--- config.mk ---
export PLATFORM = sky130hd
export DESIGN_NAME = xor_mismatch_monitor
export DESIGN_NICKNAME = d
export VERILOG_FILES = /design/src/rtl/xor_monitor_pkg.sv /design/src/rtl/sat_counter.sv /design/src/rtl/xor_mismatch_monitor.sv
export SDC_FILE = /design/constraint.sdc
export NUM_CORES = 1
export LEC_CHECK = 0
export ABC_AREA = 1
export CORE_MARGIN = 2
export CORE_UTILIZATION = 43
export DETAILED_ROUTE_END_ITERATION = 8
export PLACE_DENSITY = 0.65
export RECOVER_POWER = 25
export SLEW_MARGIN = 20
export SYNTH_ARGS = -nofsm -noshare
export SYNTH_HDL_FRONTEND = slang
export SYNTH_SLANG_ARGS = --single-unit
--- constraint.sdc ---
create_clock -name clk -period 3.9 [get_ports clk]
set_clock_uncertainty 0.15 [all_clocks]
set_input_delay 1.17 -clock clk [delete_from_list [all_inputs] [get_ports clk]]
set_output_delay 1.17 -clock clk [all_outputs]
set_load 0.005 [all_outputs]
--- src/rtl/xor_monitor_pkg.sv ---
// rtl/xor_monitor_pkg.sv - shared state encoding and default parameters for xor_mismatch_monitor
package xor_monitor_pkg;

    localparam int ALARM_RUN_DEF = 4;
    localparam int CLEAR_RUN_DEF = 2;
    localparam int RUN_W_DEF     = 8;
    localparam int MATCH_W       = 8;
    localparam int EVENT_W       = 16;

    typedef enum logic [1:0] {
        ST_IDLE    = 2'd0,
        ST_RUN     = 2'd1,
        ST_ALARM   = 2'd2,
        ST_RECOVER = 2'd3
    } mon_state_e;

endpackage

--- src/rtl/sat_counter.sv ---
// rtl/sat_counter.sv - saturating up-counter with sync clear and enable; clr with en loads 1
module sat_counter #(
    parameter int W = 8
) (
    input  logic         clk,
    input  logic         reset,
    input  logic         clr_i,
    input  logic         en_i,
    output logic [W-1:0] count_o
);

    logic [W-1:0] count_q;

    // clear has priority; clr together with en restarts the count at 1
    always_ff @(posedge clk) begin
        if (reset) begin
            count_q <= '0;
        end else if (clr_i) begin
            count_q <= en_i ? W'(1) : '0;
        end else if (en_i && (count_q != {W{1'b1}})) begin
            count_q <= count_q + W'(1);
        end
    end

    assign count_o = count_q;

endmodule

--- src/rtl/xor_mismatch_monitor.sv ---
// rtl/xor_mismatch_monitor.sv - mismatch run monitor with alarm hysteresis; optional XOR_MISMATCH_MONITOR_EVENT_CNT_EN adds event_cnt
module xor_mismatch_monitor
    import xor_monitor_pkg::*;
#(
    parameter int ALARM_RUN = ALARM_RUN_DEF,
    parameter int CLEAR_RUN = CLEAR_RUN_DEF,
    parameter int RUN_W     = RUN_W_DEF
) (
    input  logic               clk,
    input  logic               reset,
    input  logic               diff_valid,
    input  logic               diff,
    output logic               alarm,
    output logic [RUN_W-1:0]   run_len,
`ifdef XOR_MISMATCH_MONITOR_EVENT_CNT_EN
    output logic [EVENT_W-1:0] event_cnt,
`endif
    output logic               alarm_rise
);

    mon_state_e         state_q, state_d;
    logic               alarm_q, rise_q, rise_d;
    logic               run_clr, run_en, mcnt_clr, mcnt_en;
    logic [MATCH_W-1:0] mcnt;
    logic               run_hits_alarm, mcnt_hits_clear;

    sat_counter #(.W(RUN_W)) u_run_cnt (
        .clk     (clk),
        .reset   (reset),
        .clr_i   (run_clr),
        .en_i    (run_en),
        .count_o (run_len)
    );

    sat_counter #(.W(MATCH_W)) u_match_cnt (
        .clk     (clk),
        .reset   (reset),
        .clr_i   (mcnt_clr),
        .en_i    (mcnt_en),
        .count_o (mcnt)
    );

    // thresholds are checked against the value the counter is about to take
    assign run_hits_alarm  = (({1'b0, run_len} + (RUN_W+1)'(1)) == (RUN_W+1)'(ALARM_RUN));
    assign mcnt_hits_clear = (({1'b0, mcnt} + (MATCH_W+1)'(1)) == (MATCH_W+1)'(CLEAR_RUN));

    // next state, counter controls and rise pulse; invalid cycles hold everything
    always_comb begin
        state_d  = state_q;
        run_clr  = 1'b0;
        run_en   = 1'b0;
        mcnt_clr = 1'b0;
        mcnt_en  = 1'b0;
        rise_d   = 1'b0;
        if (diff_valid) begin
            case (state_q)
                ST_IDLE: begin
                    run_clr = 1'b1;
                    if (diff) begin
                        run_en = 1'b1;
                        if (ALARM_RUN == 1) begin
                            state_d = ST_ALARM;
                            rise_d  = 1'b1;
                        end else begin
                            state_d = ST_RUN;
                        end
                    end
                end
                ST_RUN: begin
                    if (diff) begin
                        run_en = 1'b1;
                        if (run_hits_alarm) begin
                            state_d = ST_ALARM;
                            rise_d  = 1'b1;
                        end
                    end else begin
                        run_clr = 1'b1;
                        state_d = ST_IDLE;
                    end
                end
                ST_ALARM: begin
                    if (diff) begin
                        run_en = 1'b1;
                    end else begin
                        run_clr  = 1'b1;
                        mcnt_clr = 1'b1;
                        if (CLEAR_RUN == 1) begin
                            state_d = ST_IDLE;
                        end else begin
                            mcnt_en = 1'b1;
                            state_d = ST_RECOVER;
                        end
                    end
                end
                ST_RECOVER: begin
                    if (diff) begin
                        // relapse into alarm is a continuation, not a new event
                        run_clr  = 1'b1;
                        run_en   = 1'b1;
                        mcnt_clr = 1'b1;
                        state_d  = ST_ALARM;
                    end else if (mcnt_hits_clear) begin
                        mcnt_clr = 1'b1;
                        state_d  = ST_IDLE;
                    end else begin
                        mcnt_en = 1'b1;
                    end
                end
                default: begin
                    run_clr  = 1'b1;
                    mcnt_clr = 1'b1;
                    state_d  = ST_IDLE;
                end
            endcase
        end
    end

    // state and registered flag outputs
    always_ff @(posedge clk) begin
        if (reset) begin
            state_q <= ST_IDLE;
            alarm_q <= 1'b0;
            rise_q  <= 1'b0;
        end else begin
            state_q <= state_d;
            alarm_q <= (state_d == ST_ALARM) || (state_d == ST_RECOVER);
            rise_q  <= rise_d;
        end
    end

    assign alarm      = alarm_q;
    assign alarm_rise = rise_q;

`ifdef XOR_MISMATCH_MONITOR_EVENT_CNT_EN
    logic [EVENT_W-1:0] event_cnt_q;

    // alarm episode counter, wraps naturally at full scale
    always_ff @(posedge clk) begin
        if (reset) begin
            event_cnt_q <= '0;
        end else if (rise_d) begin
            event_cnt_q <= event_cnt_q + EVENT_W'(1);
        end
    end

    assign event_cnt = event_cnt_q;
`endif

endmodule

Word level (Yosys, flattened, before mapping)
Index checks and enable logic that the tools add are counted.

Logic and storage cells: 59. Register bits after elaboration: 20.

Muxes and demuxes: 29. Reductions and logical operators: 9. Bitwise logic cells: 3. Add/sub/neg operators: 4. Equal/unequal tests: 9.

Operators by type and width (number): $mux 8 (4); $add 8x1->9 const B (2); $add 8x1->8 const B (2); $ne 8x8->1 const B (2); $mux 1 (14); $mux 2 (7); $eq 9x2->1 const B (1); $eq 9x3->1 const B (1); $eq 2x2->1 const B (4); $pmux 2 s4 (1); $reduce_or 4->1 (2); $pmux 1 s2 (2); $reduce_bool 2->1 (2); $not 1->1 (3); $pmux 1 s3 (1); $eq 2x1->1 const B (1); $logic_and 1x1->1 (2); $logic_not 2->1 (1); $reduce_or 2->1 (1); $logic_or 1x1->1 (1).

Depth between registers and ports, before layout
Depth in word-level cells: 9. Depth in mapped cells: 14. Gate-level depth less buffers: 14.

Hierarchy
From an unflattened synthesis, not the netlist that was laid out.

Cell total of the unflattened synthesis: 221. Area total of the unflattened synthesis: 1386.3 µm².

Modules (own cells, without submodules): sat_counter (seq. area each 160.2 µm², cells each 75, area each 491.7 µm², instances 2); xor_mismatch_monitor (seq. area each 80.1 µm², cells each 71, area each 402.9 µm², instances 1).

Worst setup path after synthesis
OpenSTA, ideal clock, no wires.

Path kind: input-to-reg. From: in diff. To: reg u_run_cnt.count_q[0] (netlist: u_run_cnt.count_o[0]). Slack: 1.708 ns. Stages on the path: 8. Arrival: 1.927 ns. Data required time: 3.635 ns. Path through: inv_1 nand2_1 a31oi_1 inv_1 nand3_1 o21ai_0 o21ai_0 inv_1.

Cells in the longest elaborated chain, start to end: 5. Elaborated cells on any way between the ends: 10.

RTL lines: start, declared (line xor_mismatch_monitor.sv:12) `input logic diff,`; $mux 1 (2 in series); $mux 1 (line xor_mismatch_monitor.sv:55) `if (diff_valid) begin`; $mux 1 / $logic_and 1x1->1 (equally long branches) (line sat_counter.sv:19, sat_counter.sv:20); $mux 8 / $reduce_bool 2->1 (equally long branches); end signal, assigned (line sat_counter.sv:19) `count_q <= en_i ? W'(1) : '0;`; end signal, assigned (line sat_counter.sv:21) `count_q <= count_q + W'(1);`; end, declared (line sat_counter.sv:12) `logic [W-1:0] count_q;`.

Several ways; a longest one is shown, not always the timed one. The select of a mux whose other input is x is not followed. A chain may end at the register's enable or synchronous reset.

Worst setup path after layout
From: in diff_valid. To: reg u_match_cnt.count_q[2] (netlist: u_match_cnt.count_o[2]).

Cells in the longest elaborated chain, start to end: 3. Elaborated cells on any way between the ends: 5.

RTL lines: start, declared (line xor_mismatch_monitor.sv:11) `input logic diff_valid,`; $mux 1 (line xor_mismatch_monitor.sv:55); $logic_and 1x1->1 (line sat_counter.sv:20) `end else if (en_i && (count_q != {W{1'b1}})) begin`; $reduce_bool 2->1 (no line); end signal, assigned (line sat_counter.sv:19); end signal, assigned (line sat_counter.sv:21); end, declared (line sat_counter.sv:12).

Several ways; a longest one is shown, not always the timed one.

==> metrics.md <==
| Metric | Value |
|---|---|
| Status | `finished clean` |
| Hold Fails Final Rpt | `0` |
| Share of layout cells above drive strength 1 | `13.2%` |
| Pin count of the biggest net entering global routing | `13` |
| Period minus WS final | `2.75 ns` |
| First-pass iteration count of the detailed router | `4` |
| Initial Util | `45.0%` |
| Reg2Reg Depth | `10` |
| Setup TNS | `0 ns` |
| Clock tree buffer depth | `2` |
| Antenna cells | `0` |
| Clock Tree Root | `clkbuf_4` |
| Slew HR | `65.6%` |
| CP Class | `in2reg` |
| Dpl ws | `0.892 ns` |
| Switching pwr | `0.119 mW` |
| Maxcap violations | `0` |
| Fin. max-slew vios | `0` |
| Critical Path RT | `3.99 ns` |
| Std-Cell Rows | `21` |
| RSZ-0062 raised after global routing | `no` |
| Clk_lat worst skew | `0.30 ns` |
| Sw frac | `25.7%` |
| Clock network fraction of total power | `36.6%` |
| Power Dens Cells | `268 nW/um2` |
| Vias in the first global route | `1,262` |
| Die Y | `63.1 um` |
| DP HPWL | `2550 um` |
| Synthesized area per cell | `6.65 um2` |
| Post-CTS sizing | `0` |
| Synthesized area | `1500 um2` |
| Max H-tree Level | `1` |
| First-pass GRT wire length | `5590 um` |
| Grt total ovfl | `0` |
| Clock transition at path regs | `0.11 ns` |
| Mapped Cells | `226` |
| Yosys top cell by area | `dfxtp_1` |
| Total GRT Usage | `17.0%` |
| Register area share after synthesis | `26.6%` |
| Die area | `3980 um2` |
| Yosys cell types | `27` |
| Combinational share of power | `15.5%` |
| Final setup margin | `1.15 ns` |
| CTS buffer count | `3` |
| Hold buffer count at cts | `0` |
| Count of state elements after synthesis | `20` |
| Synth Net Count | `239` |
| Vias | `1,427` |
| CP arrival | `2.84 ns` |
| Peak VDD IR | `0.158 mV` |
| DR iter-0 viols | `64` |
| Worst slew pin tran | `0.514 ns` |
| I/O pins | `14` |
| Die Width | `63.1 um` |
| CP Max Fanout | `7` |
| Worst Hold Class | `reg2reg` |
| Period utilization | `70.6%` |
| Drt total wl | `3170 um` |
| CTS tree | `yes` |
| Worst setup EP type | `flip-flop` |
| Post-Place Cells | `284` |
| Post-route DRC | `0` |
| Final nets | `256` |
| Initial antenna violation count | `0` |
| Area Overhead vs Synth | `15.2%` |
| Fin cells | `288` |
| Int Power | `0.345 mW` |
| Static leakage | `0.698 nW` |
| Hold path depth | `2` |
| Sequential power share | `47.9%` |
| Port Buf Inserts | `13` |
| Synth warnings | `0` |
| Top cells by area, synth | `dfxtp_1 (27%), nand2_1 (14%), nand3_1 (8.0%)` |
| Wire per inst | `11.0 um` |
| Vias per cell | `4.95` |
| Post-CTS Setup Inserts | `0` |
| Placeable Area | `3340 um2` |
| Min Hold Slack | `0.395 ns` |
| Gpl congestion | `0.805` |
| CTS sink count | `20` |
| Final setup fails | `0` |
| Fmax achieved | `363 MHz` |
| DRT antenna net count | `0` |
| Startpoint Class | `input port` |
| Share of the synthesized area in the top cell type | `26.6%` |
| Total power | `0.464 mW` |
-- power by group through the flow --
stage          Combinational, mW  Clock, mW  Sequential (mW)
3_5_place_dp              0.0727          0            0.227
2_1_floorplan             0.0487          0            0.225
5_1_grt                   0.0810      0.184            0.224
3_3_place_gp              0.0733          0            0.227
6_report                  0.0719      0.170            0.222
4_1_cts                   0.0730      0.176            0.223
-- flip-flops by register name (all words and copies together) (netlist names) --
| name | cells |
|---|---|
| alarm_rise | 1 |
| state_q | 2 |
| u_run_cnt.count_o | 8 |
| alarm | 1 |
| u_match_cnt.count_o | 8 |
-- cells in the final DEF (no fill, tap or decap), types with 3 or more instances in the layout --
cell / synthesis / routed
nand3_2: 3 / 3
nand4_1: 5 / 5
nand3_1: 24 / 24
dlygate4sd3_1: 0 / 3
o21ai_0: 13 / 13
clkdlybuf4s50_1: 0 / 10
nor2_2: 4 / 4
dfxtp_1: 20 / 20
clkbuf_4: 0 / 3
nand2_2: 8 / 8
inv_1: 26 / 26
nor2_1: 23 / 23
a21oi_1: 10 / 10
ha_1: 9 / 9
nand2_4: 3 / 3
nand2_1: 55 / 55
a31oi_1: 4 / 4
a21oi_2: 5 / 5
nor2_4: 3 / 3
-- path summary, 6_finish.rpt --
check	slack, ns	endpoint	start
max	1.15	u_match_cnt.count_o[2]	diff_valid
min reg2reg	0.39	u_match_cnt.count_o[5]	u_match_cnt.count_o[5]
min	0.39	u_match_cnt.count_o[5]	u_match_cnt.count_o[5]
max reg2reg	1.78	state_q[0]	u_run_cnt.count_o[0]
-- worst max-delay path: stages --
cell and delay [ns]:
dlygate4sd3_1 0.66, inv_1 0.14, nor2_1 0.44, nand4_1 0.15
inv_1 0.10, nand2_1 0.05, a21oi_1 0.13
-- final cells by class --
| type | instances | area, um2 |
|---|---|---|
| sequential | 20 | 400 |
| tap | 46 | 57.6 |
| multi-input combinational | 178 | 990 |
| clock inverter | 1 | 30.0 |
| timing repair buffer | 14 | 134 |
| clock buffer | 3 | 22.5 |
| fill | 342 | 1610 |
| inverter | 26 | 97.6 |
-- per-layer routing --
layer | up-vias | wire length [um] | GRT usage [%]
met4 | 0 | 34 | 5.00
met2 | 16 | 1430 | 28.2
met5 | - | 0 | 0
li1 | 775 | - | -
met3 | 5 | 65 | 1.79
met1 | 631 | 1640 | 23.3
-- through the flow --
stage | util [%] | instance area (um2)
3_5_place_dp | 50.4 | 1680
2_1_floorplan | - | 1500
4_1_cts | 52.0 | 1740
6_report | 51.9 | 1730
5_1_grt | 51.9 | 1730
3_3_place_gp | 50.4 | 1680
-- logic make-up (layout without fill, tap and decap cells) --
family | Yosys count | after routing | synth area share (%)
xor gates and xnor gates | 2 | 2 | 1.17
DFF | 20 | 20 | 26.6
buffers and inverters | 28 | 44 | 7.49
adders and majority gates | 9 | 9 | 7.49
and+or+nand+nor | 133 | 133 | 44.1
AOI/OAI and AO/OA | 34 | 34 | 13.1
-- Yosys cell counts (all sizes together) --
library cell and count:
nand2 66, nor2 30, nand3 28, inv 26, dfxtp 20, a21oi 15, o21ai 14, ha 9
nand4 5, a31oi 4, nor3 2, buf 1, clkbuf 1, nand3b 1, nor4 1, o21bai 1
xnor2 1, xor2 1
(Power assumes the default switching activity.)
==> RTL change 1: new RTL, config.mk and constraints unchanged <==
The 4 states of `mon_state_e` get a one-hot encoding in 4 bits.
--- a/src/rtl/xor_monitor_pkg.sv
+++ b/src/rtl/xor_monitor_pkg.sv
@@ -9,7 +9,7 @@
 
-    typedef enum logic [1:0] {
-        ST_IDLE    = 2'd0,
-        ST_RUN     = 2'd1,
-        ST_ALARM   = 2'd2,
-        ST_RECOVER = 2'd3
+    typedef enum logic [3:0] {
+        ST_IDLE    = 4'b0001,
+        ST_RUN     = 4'b0010,
+        ST_ALARM   = 4'b0100,
+        ST_RECOVER = 4'b1000
     } mon_state_e;
Behaviour: same outputs for any inputs over 10 cycles, from zero or initial values and one cycle with reset high; not proved beyond that.
==> RTL change 1 against the original RTL <==
Worst setup slack got worse by 0.070 ns; area after synthesis is 3.9% lower; design area decreased by 4.6%; sequential power increased by 7%; routed wire length increased by 0.32%; count of clock-buffer cells in the layout up 1; sequential cell count increased by 2; cell count rose by 3.1%; power fell by 8.4%.
==> RTL change 1: results (changes against the original RTL) <==
Parameter                              Value

Final layout
  Layout cells sized above 1 ... 0.0637 (-0.0685)

Power and ir drop
  Power, Total ... 0.000425 W (-8.4%)
  IR drop worst, VDD ... 0.137 mV (-14%)
  Net load switching power ... 0.000115 W (-3.4%)
  Power consumed by sequential cells ... 0.000237 W (+7%)
  Leakage power ... 0.720 nW (+3.2%)

STA
  Smallest hold slack ... 0.369 ns (-0.0252 ns)
  Pin slew with the least headroom to its limit ... 0.438 ns (-0.0759 ns)

Run status
  Outcome ... completed

GRT
  Met3 routing resource usage after global routing ... 0.0311 (+0.0132)
  Via count of the first global-routing pass ... 1263 (+0.079%)

Setup path
  Arrival time of data at the critical path endpoint ... 2.93 ns (+0.09 ns)
  Startpoint of the most critical setup path ... diff
  Crit-path max cell delay ... 0.53 ns (-0.13 ns)
  Worst R2R Start ... u_match_cnt.count_o[0]
  Setup slack, reg-to-reg ... 1.75 ns (-0.03 ns)
  Worst Reg-to-Reg Cells ... 12 (+2)
  R2R Path End ... u_match_cnt.count_o[3]
  Critical Path End ... u_run_cnt.count_o[7]
  Slowest cell on the critical path ... sky130_fd_sc_hd__clkdlybuf4s50_1

Routing
  Routed length on met1 ... 1510 um (-8.1%)
  Vias per std cell ... 4.89 (-1.4%)
  Wirelength per Cell ... 10.7 um (-2.7%)
  Wire length on met3 ... 92 um (+42%)

Place
  Detailed placement HPWL ... 2400 um (-5.9%)

Synthesis
  Mapped Nets ... 244 (+2.1%)
  Proportion of synthesized chip area in sequential cells ... 0.305 (+0.0386)
  Post-synth cell types ... 25 (-7.4%)
  Top post-synthesis cells by area ... sky130_fd_sc_hd__dfxtp_1 (31%), sky130_fd_sc_hd__nand2_1 (14%), sky130_fd_sc_hd__nor2_1 (11%)
[RTL change 1: cell types whose count changed after synthesis, moves of 2 or more]
| cell | change |
|---|---|
| sky130_fd_sc_hd__a31oi_1 | -2 |
| sky130_fd_sc_hd__nand2_4 | -3 |
| sky130_fd_sc_hd__nor2_1 | +19 |
| sky130_fd_sc_hd__dfxtp_1 | +2 |
| sky130_fd_sc_hd__o21ai_0 | +4 |
| sky130_fd_sc_hd__inv_1 | +3 |
| sky130_fd_sc_hd__nor2_2 | -2 |
| sky130_fd_sc_hd__nand4_1 | -2 |
| sky130_fd_sc_hd__a21oi_2 | -4 |
| sky130_fd_sc_hd__nand2_2 | -5 |
| sky130_fd_sc_hd__ha_1 | -5 |
| sky130_fd_sc_hd__a21oi_1 | +5 |
| sky130_fd_sc_hd__nor2_4 | -2 |
[RTL change 1: logic make-up after synthesis]
group                      Yosys count  share of synthesized area
DFF                                 22                      0.305
buffers and inverters               33                     0.0918
xor gates and xnor gates             3                     0.0182
AOI/OAI and AO/OA                   39                      0.144
and+or+nand+nor                    135                      0.406
adders and majority gates            4                     0.0347
[RTL change 1: layout make-up]
class	instances	area, um^2
Clock buffer	4	36.3
Fill cell	356	1630
Inverter	30	113
Multi-Input combinational cell	181	871
Sequential cell	22	440
Tap cell	46	57.6
Timing Repair Buffer	14	134
[RTL change 1: metrics by stage]
stage / setup slack (ns) / util / std cells
6_report: 1.08 / 0.503 / 297
5_1_grt: 0.885 / 0.503 / 297
4_1_cts: 1.11 / 0.504 / 297
3_5_place_dp: 0.819 / 0.493 / 293
3_3_place_gp: 0.876 / 0.493 / 293
2_1_floorplan: 1.54 / - / 236
==> RTL change 2: new RTL, config.mk and constraints unchanged <==
Made on the original files. `RUN_W_DEF`: 8 -> 6.
--- a/src/rtl/xor_monitor_pkg.sv
+++ b/src/rtl/xor_monitor_pkg.sv
@@ -5,3 +5,3 @@
     localparam int CLEAR_RUN_DEF = 2;
-    localparam int RUN_W_DEF     = 8;
+    localparam int RUN_W_DEF     = 6;
     localparam int MATCH_W       = 8;
Interface: changed (resized run_len); port bits go from 14 to 12. No check against the original RTL was run, so the function may have changed too.
==> RTL change 2 against the original RTL <==
Routed wire length down 12%; fmax down 9.2%; power down 20%; worst setup slack worse by 0.28 ns; highest routed layer unchanged; area after synthesis down 16%; largest power group unchanged; die area down 15%; design area down 17%; sequential power down 13%; sequential share of layout area up 2.1 points; global-route usage up 1.4 points; sequential cell count down 2.
==> RTL change 2: results (changes against the original RTL) <==
Parameter                              Value

STA
  Smallest hold slack ... 0.344 ns (-0.0504 ns)
  Max-Slew Margin vs Limit ... 0.518 (-0.138)

Place
  Detailed placement HPWL ... 2130 um (-17%)
  Port bufs ... 11 (-2)
  Weighted congestion at the end of routability-driven global placement ... 0.903 (+12%)

Die
  Full die area ... 0.00337 mm^2 (-15%)

Final layout
  Final design instance area without fill ... 0.00143 mm^2 (-17%)
  Combined flip-flop and latch cell area ... 360 um^2 (-10%)
  Portion of the layout cell area used by clock cells ... 0.0253 (-0.00500)
  Flip-flop and latch count ... 18 (-10%)
  Number of clock buffer instances in the layout ... 4 (+1)
  Fill cell instance count of the final layout ... 287 (-16%)
  Multi-input combinational cell area ... 777 um^2 (-21%)
  Number of multi-input combinational cells ... 150 (-16%)
  Layout cells sized above 1 ... 0.0755 (-0.0568)
  Non-clock buffer share of cell area ... 0.0769 (-0.000388)
  Net count reported at finish ... 225 (-12%)
  Non-clock inverter count in the final layout ... 29 (+12%)

CTS
  Worst-path clk slew ... 0.11 ns (about the same)

Power and ir drop
  Leakage power ... 0.633 nW (-9.3%)
  Net switching fraction of the power ... 0.281 (+0.0236)
  Power consumed by sequential cells ... 0.000193 W (-13%)
  IR drop worst, VDD ... 0.209 mV (+32%)
  Power in combinational cells ... 0.0000584 W (-19%)

Synthesis
  Area fraction in compound gates after synthesis ... 0.116 (-0.0151)
  Top cells by instance count after synthesis ... sky130_fd_sc_hd__nand2_1 (53), sky130_fd_sc_hd__inv_1 (29), sky130_fd_sc_hd__nand3_1 (22)
  Proportion of synthesized chip area in sequential cells ... 0.287 (+0.0207)
  Fraction of synthesized cell area in xor and xnor cells ... 0.00698 (-0.00468)
  Post-synth cell types ... 23 (-15%)

GRT
  Antenna violations before repair ... 0 (unchanged)
  Overall routing resource usage ... 0.184 (+0.0135)
  Wire length of the first global-routing pass ... 4820 um (-14%)
  Maximum number of pins on one net before global-route repair ... 12 (-1)
  Via count of the first global-routing pass ... 1136 (-10%)

Setup path
  Max FO, Critical Path ... 8 (+1)
  Arrival time of data at the critical path endpoint ... 3.11 ns (+0.27 ns)
  Crit-path max cell delay ... 0.69 ns (+0.03 ns)

Routing
  Initial DRC Count ... 68 (+6.3%)
  DRT Pass-1 Iters ... 4 (unchanged)
  Vias per std cell ... 5.30 (+7.1%)

Run status
  Outcome ... completed
RTL change 2: routing by layer:
metal  GRT usage  share of wire  up-vias
met1       0.249           0.47      574
met2       0.291           0.47       40
met4      0.0797          0.013        0
met3      0.0268          0.047        4
li1            -              -      671
met5           0              0        -
RTL change 2: final timing paths:
kind / cells past startpoint / startpoint / slack, ns / end
setup / recovery: 7 / diff_valid / 0.87 / u_match_cnt.count_o[1]
hold / removal: 2 / u_match_cnt.count_o[4] / 0.34 / u_match_cnt.count_o[4]
setup reg to reg: 14 / u_match_cnt.count_o[1] / 1.81 / u_match_cnt.count_o[3]
hold reg to reg: 2 / u_match_cnt.count_o[4] / 0.34 / u_match_cnt.count_o[4]
RTL change 2: through the flow:
stage	worst slack, ns	instances
2_1_floorplan	1.51	199
3_3_place_gp	0.683	239
3_5_place_dp	0.684	239
4_1_cts	0.998	243
5_1_grt	0.835	243
6_report	0.871	243
